<file path="src/rtl/prog_loader.sv">
// prog_loader: streams a program image into CPU memory, then releases the CPU until it halts.
// Optional PROG_LOADER_CHECKSUM_EN adds a trailing mod-256 checksum byte verified before RUN.
module prog_loader #(
  parameter int MEM_AW = 5
) (
  input  logic              Clock,
  input  logic              Reset,
  input  logic              Start,
  input  logic [MEM_AW-1:0] Len,
  input  logic [7:0]        DataIn,
  input  logic              DataValid,
  output logic              DataReady,
  output logic [MEM_AW-1:0] MemAddr,
  output logic [7:0]        MemData,
  output logic              MemWr,
  input  logic              Halt,
  output logic              CpuRun,
  output logic              Busy,
  output logic              Done,
  output logic              Err
);
`ifdef PROG_LOADER_CHECKSUM_EN
  typedef enum logic [2:0] {IDLE, LOAD, CHECK, RUN, HALTED} state_t;
`else
  typedef enum logic [2:0] {IDLE, LOAD, RUN, HALTED} state_t;
`endif
  state_t r_state, w_next;
  logic [MEM_AW-1:0] r_len, r_cnt, r_mem_addr, w_cnt_nxt;
  logic [7:0] r_mem_data;
  logic r_mem_wr, r_done, w_accept, w_start, w_last, w_load_acc;
`ifdef PROG_LOADER_CHECKSUM_EN
  logic [7:0] r_sum;
  logic r_err, w_chk_acc;
  assign Busy      = (r_state == LOAD) || (r_state == CHECK);
  assign w_chk_acc = (r_state == CHECK) && w_accept;
  assign Err       = r_err;
`else
  assign Busy      = (r_state == LOAD);
  assign Err       = 1'b0;
`endif
  assign DataReady  = Busy;
  assign CpuRun     = (r_state == RUN);
  assign w_accept   = DataValid && DataReady;
  assign w_start    = Start && ((r_state == IDLE) || (r_state == HALTED));
  assign w_load_acc = (r_state == LOAD) && w_accept;
  assign w_cnt_nxt  = r_cnt + 1'b1;
  // Len=0 lands here after the counter wraps, giving a full 2**MEM_AW load
  assign w_last     = (w_cnt_nxt == r_len);
  assign MemAddr    = r_mem_addr;
  assign MemData    = r_mem_data;
  assign MemWr      = r_mem_wr;
  assign Done       = r_done;

  always_ff @(posedge Clock or negedge Reset)
    if (!Reset) r_state <= IDLE;
    else        r_state <= w_next;

  always_comb begin
    w_next = r_state;
    case (r_state)
      IDLE, HALTED: w_next = Start ? LOAD : r_state;
`ifdef PROG_LOADER_CHECKSUM_EN
      LOAD:         w_next = (w_accept && w_last) ? CHECK : LOAD;
      CHECK:        w_next = w_accept ? ((DataIn == r_sum) ? RUN : IDLE) : CHECK;
`else
      LOAD:         w_next = (w_accept && w_last) ? RUN : LOAD;
`endif
      RUN:          w_next = Halt ? HALTED : RUN;
      default:      w_next = IDLE;
    endcase
  end

  always_ff @(posedge Clock or negedge Reset)
    if (!Reset) begin
      r_len      <= '0;
      r_cnt      <= '0;
      r_mem_addr <= '0;
      r_mem_data <= '0;
      r_mem_wr   <= 1'b0;
      r_done     <= 1'b0;
`ifdef PROG_LOADER_CHECKSUM_EN
      r_sum      <= '0;
      r_err      <= 1'b0;
`endif
    end else begin
      r_mem_wr <= w_load_acc;
      r_done   <= (w_next == RUN) && (r_state != RUN);
      if (w_load_acc) begin
        r_mem_addr <= r_cnt;
        r_mem_data <= DataIn;
        r_cnt      <= w_cnt_nxt;
      end
      if (w_start) begin
        r_len <= Len;
        r_cnt <= '0;
      end
`ifdef PROG_LOADER_CHECKSUM_EN
      if (w_load_acc) r_sum <= r_sum + DataIn;
      if (w_chk_acc && (DataIn != r_sum)) r_err <= 1'b1;
      if (w_start) begin
        r_sum <= '0;
        r_err <= 1'b0;
      end
`endif
    end
endmodule

</file>
<file path="config.mk">
export PLATFORM = sky130hd
export DESIGN_NAME = prog_loader
export DESIGN_NICKNAME = d
export VERILOG_FILES = /design/src/rtl/prog_loader.sv
export SDC_FILE = /design/constraint.sdc
export NUM_CORES = 1
export LEC_CHECK = 0
export BUFFER_PORTS_ARGS = -buffer_cell sky130_fd_sc_hd__buf_2
export CAP_MARGIN = 25
export CORE_MARGIN = 2
export CORE_UTILIZATION = 45
export DETAILED_ROUTE_END_ITERATION = 8
export PLACE_DENSITY = 0.76
export SLEW_MARGIN = 20
export SYNTH_ARGS = -nofsm -noshare
export SYNTH_HDL_FRONTEND = slang
export SYNTH_SLANG_ARGS = --single-unit
</file>
<file path="constraint.sdc">
create_clock -name Clock -period 1.6 [get_ports Clock]
set_input_delay 0.16 -clock Clock [delete_from_list [all_inputs] [get_ports Clock]]
set_output_delay 0.16 -clock Clock [all_outputs]
set_load 0.05 [all_outputs]
</file>
==> run summary <==
Outcome = completed
Worst path arrival time = 1.73 ns
Core area = 0.002522 sq mm
Yosys cell types = 26
Period Utilization, post-route = 0.9456
Via count = 886
Reg clk slew, reported paths = 0.13 ns
Total CTS buffers = 3
Worst min path class = in -> reg
Sequential cell area fraction in the yosys report = 0.5755
Final core utilization = 0.5883
Sink Count = 28
Critical Path, Cell by Cell = ha_2 -> xnor3_1 -> nand4_1 -> o31a_1
Met3 usage = 0.04186
Synth Instances = 116
Syn avg cell area = 10.49 sq um
Worst setup SP type = register
Final GP Congestion = 0.7664
Tmin final = 1.513 ns
Setup Skew = 0.003044 ns
Wirelength per Cell = 11.84 um
Proportion of layout cells with a drive suffix above 1 = 0.3052
Total Die Area = 0.003138 sq mm
Root Driver = clkbuf_4
CP max stage delay = 0.42 ns
Worst path slowest cell = dfrtp_1
Initial Util = 0.4826
Largest net degree at the start of global routing = 29
N_diodes = 0
WHS = 0.02375 ns
CTS H-Tree Depth = 1
# IOs = 37
Gr busiest metal = met2
Initial antenna violation count = 0
DIE WIDTH = 56.02 um
Global route overflow = 0
Crit-path leading delay family = flip-flops
Slew margin rel. = 0.5988
Vias in the first global route = 838
Mapped cell area = 0.001217 sq mm
Synth Register Bits = 28
Total detailed-routing wirelength = 2.179 mm
First-pass DRT Iterations = 2
Final setup fails = 0
Fin cells = 184
Fin. max-slew vios = 0
Peak supply drop = 882.8 uV
Total Power = 0.001761 W
M2 GR Usage = 0.2319
RSZ-0062 raised after global routing = no
Die H = 56.02 um
Initial DRC Count = 15
Port bufs = 35
Total Routing Usage GR = 0.1519
Max Cap Violations = 0
F_max = 660.9 MHz
Lkg Pwr = 0.7788 nW
Global-route wire length before repair = 3.657 mm
Worst path buffer plus inverter count = 0
Area grow syn2layout = 21.89%
Antenna-violating nets left = 0
Post-route DRC = 0
DP Wirelength = 1.647 mm
PwrDens = 1187 mW/mm^2
CTS tree = yes
Post-CTS setup buffers = 0
Dpl cells = 180
Critical Path Fanout Max = 3
Worst-Skew Late Latency = 0.32 ns
CTS max path bufs = 2
Synth Warn # = 0
Fin. Hold Viols = 0
# nets final = 175
# rows = 18
Required time worst endpoint = 1.81 ns
WS Path Type = reg -> reg
Measured slew at the worst slew-check pin = 0.6017 ns
Vias/cell = 4.815
Setup crit end kind = register
Met1 Use GR = 0.1907
[final cells by class]
class	count	area, sq um
Clock buffer	3	22.52
Inverter	5	18.77
Multi-Input combinational cell	79	491.7
Timing Repair Buffer	39	212.7
Sequential cell	28	700.7
Tap cell	30	37.54
Fill cell	232	1039
[worst paths after layout]
check | from | end | slack, ns | depth (start not counted)
min | DataIn[6] | MemData[6] | 0.02 | 3
max | r_cnt[1] | r_state[0] | 0.09 | 4
max reg2reg | r_cnt[1] | r_state[0] | 0.09 | 4
min in group asynchronous | Reset | MemAddr[4] | 0.36 | 2
max in group asynchronous | Reset | MemData[7] | 0.84 | 2
min reg2reg | MemData[5] | MemData[5] | 0.48 | 2
[cells in the final DEF (no fill, tap or decap)]
cell / Yosys / final
nand2b_1: 1 / 1
nor3b_2: 0 / 1
a21oi_1: 1 / 1
mux2_1: 5 / 5
o31a_1: 1 / 1
nor2_1: 1 / 1
xor2_1: 4 / 4
clkbuf_4: 0 / 5
conb_1: 1 / 2
o32ai_2: 0 / 1
nor3_2: 0 / 1
dfrtp_1: 28 / 28
xnor3_1: 1 / 1
nor3_1: 2 / 1
mux2i_1: 2 / 2
nor2_2: 1 / 1
ha_2: 0 / 1
dlygate4sd3_1: 0 / 1
o21ai_0: 6 / 6
buf_4: 2 / 3
inv_1: 4 / 4
xnor2_1: 6 / 6
buf_2: 3 / 33
inv_2: 1 / 1
o22ai_1: 2 / 2
nand4_1: 1 / 1
nand4bb_1: 1 / 1
nand3_1: 2 / 2
nand2_1: 37 / 37
[Yosys cell counts]
library cell | number | area (sq um)
mux2_1 | 5 | 56.30
nor3b_1 | 1 | 7.510
xnor3_1 | 1 | 22.52
a21oi_1 | 1 | 5.000
nand2_1 | 37 | 138.9
o32ai_1 | 1 | 8.760
xor2_1 | 4 | 35.03
conb_1 | 1 | 3.750
nand4bb_1 | 1 | 11.26
buf_2 | 3 | 15.01
xnor2_1 | 6 | 52.55
dfrtp_1 | 28 | 700.7
ha_1 | 1 | 12.51
o21ai_0 | 6 | 30.03
nor2_2 | 1 | 6.260
o31a_1 | 1 | 8.760
mux2i_1 | 2 | 20.02
nor3_1 | 2 | 10.01
inv_2 | 1 | 3.750
nand2b_1 | 1 | 6.260
nand4_1 | 1 | 6.260
nand3_1 | 2 | 10.01
nor2_1 | 1 | 3.750
o22ai_1 | 2 | 12.51
inv_1 | 4 | 15.01
buf_4 | 2 | 15.01
[what timing repair did]
action,in CTS,in global routing
hold buffers,1,0
hold endpoints to repair,28,0
gates resized for setup,0,4
setup endpoints to repair,0,5
[per-stage QoR]
step | setup WS, ns | TNS (ns) | area, sq um
after floorplan | -0.05030 | -0.05030 | 1231
final | 0.08697 | 0 | 1484
after global placement | 0.08825 | 0 | 1436
after CTS | 0.01103 | 0 | 1469
after detailed placement | 0.03004 | 0 | 1436
after global routing | 0.001734 | 0 | 1484
[worst register-to-register path, cell delays in order, from the launching register on]
cell and delay, ns:
dfrtp_1 0.42, ha_2 0.19, xnor3_1 0.36, nand4_1 0.15
o31a_1 0.29
[kinds of logic after synthesis]
| kind of cell | share of synthesized area |
|---|---|
| XOR/XNOR | 0.09044 |
| buffers and inverters | 0.04007 |
| AND/OR/NAND/NOR | 0.1644 |
| AO/OA/AOI/OAI | 0.05344 |
| multiplexers | 0.06269 |
| flip-flops | 0.5755 |
| other | 0.003080 |
| adder cells (fa/ha/maj) | 0.01028 |
[routing by layer]
layer  part of all wire  up-vias
li1                   -      449
met1               0.45      415
met2               0.49       17
met3              0.037        5
met4              0.022        0
met5                  0        -
[sequential cells by signal, summed over array words and instances (netlist names)]
signal and count:
MemData 8, MemAddr 5, r_cnt 5, r_len 5, r_state 3, Done 1, MemWr 1
[where the power goes]
group	internal [W]	switching (W)	total [W]	leakage [nW]
logic	0.000181	0.000421	0.000602	0.405
clock network	0.0000882	0.000182	0.000271	0.0138
registers	0.000819	0.0000695	0.000888	0.360
Note: power is estimated with default switching activity, not from simulation.
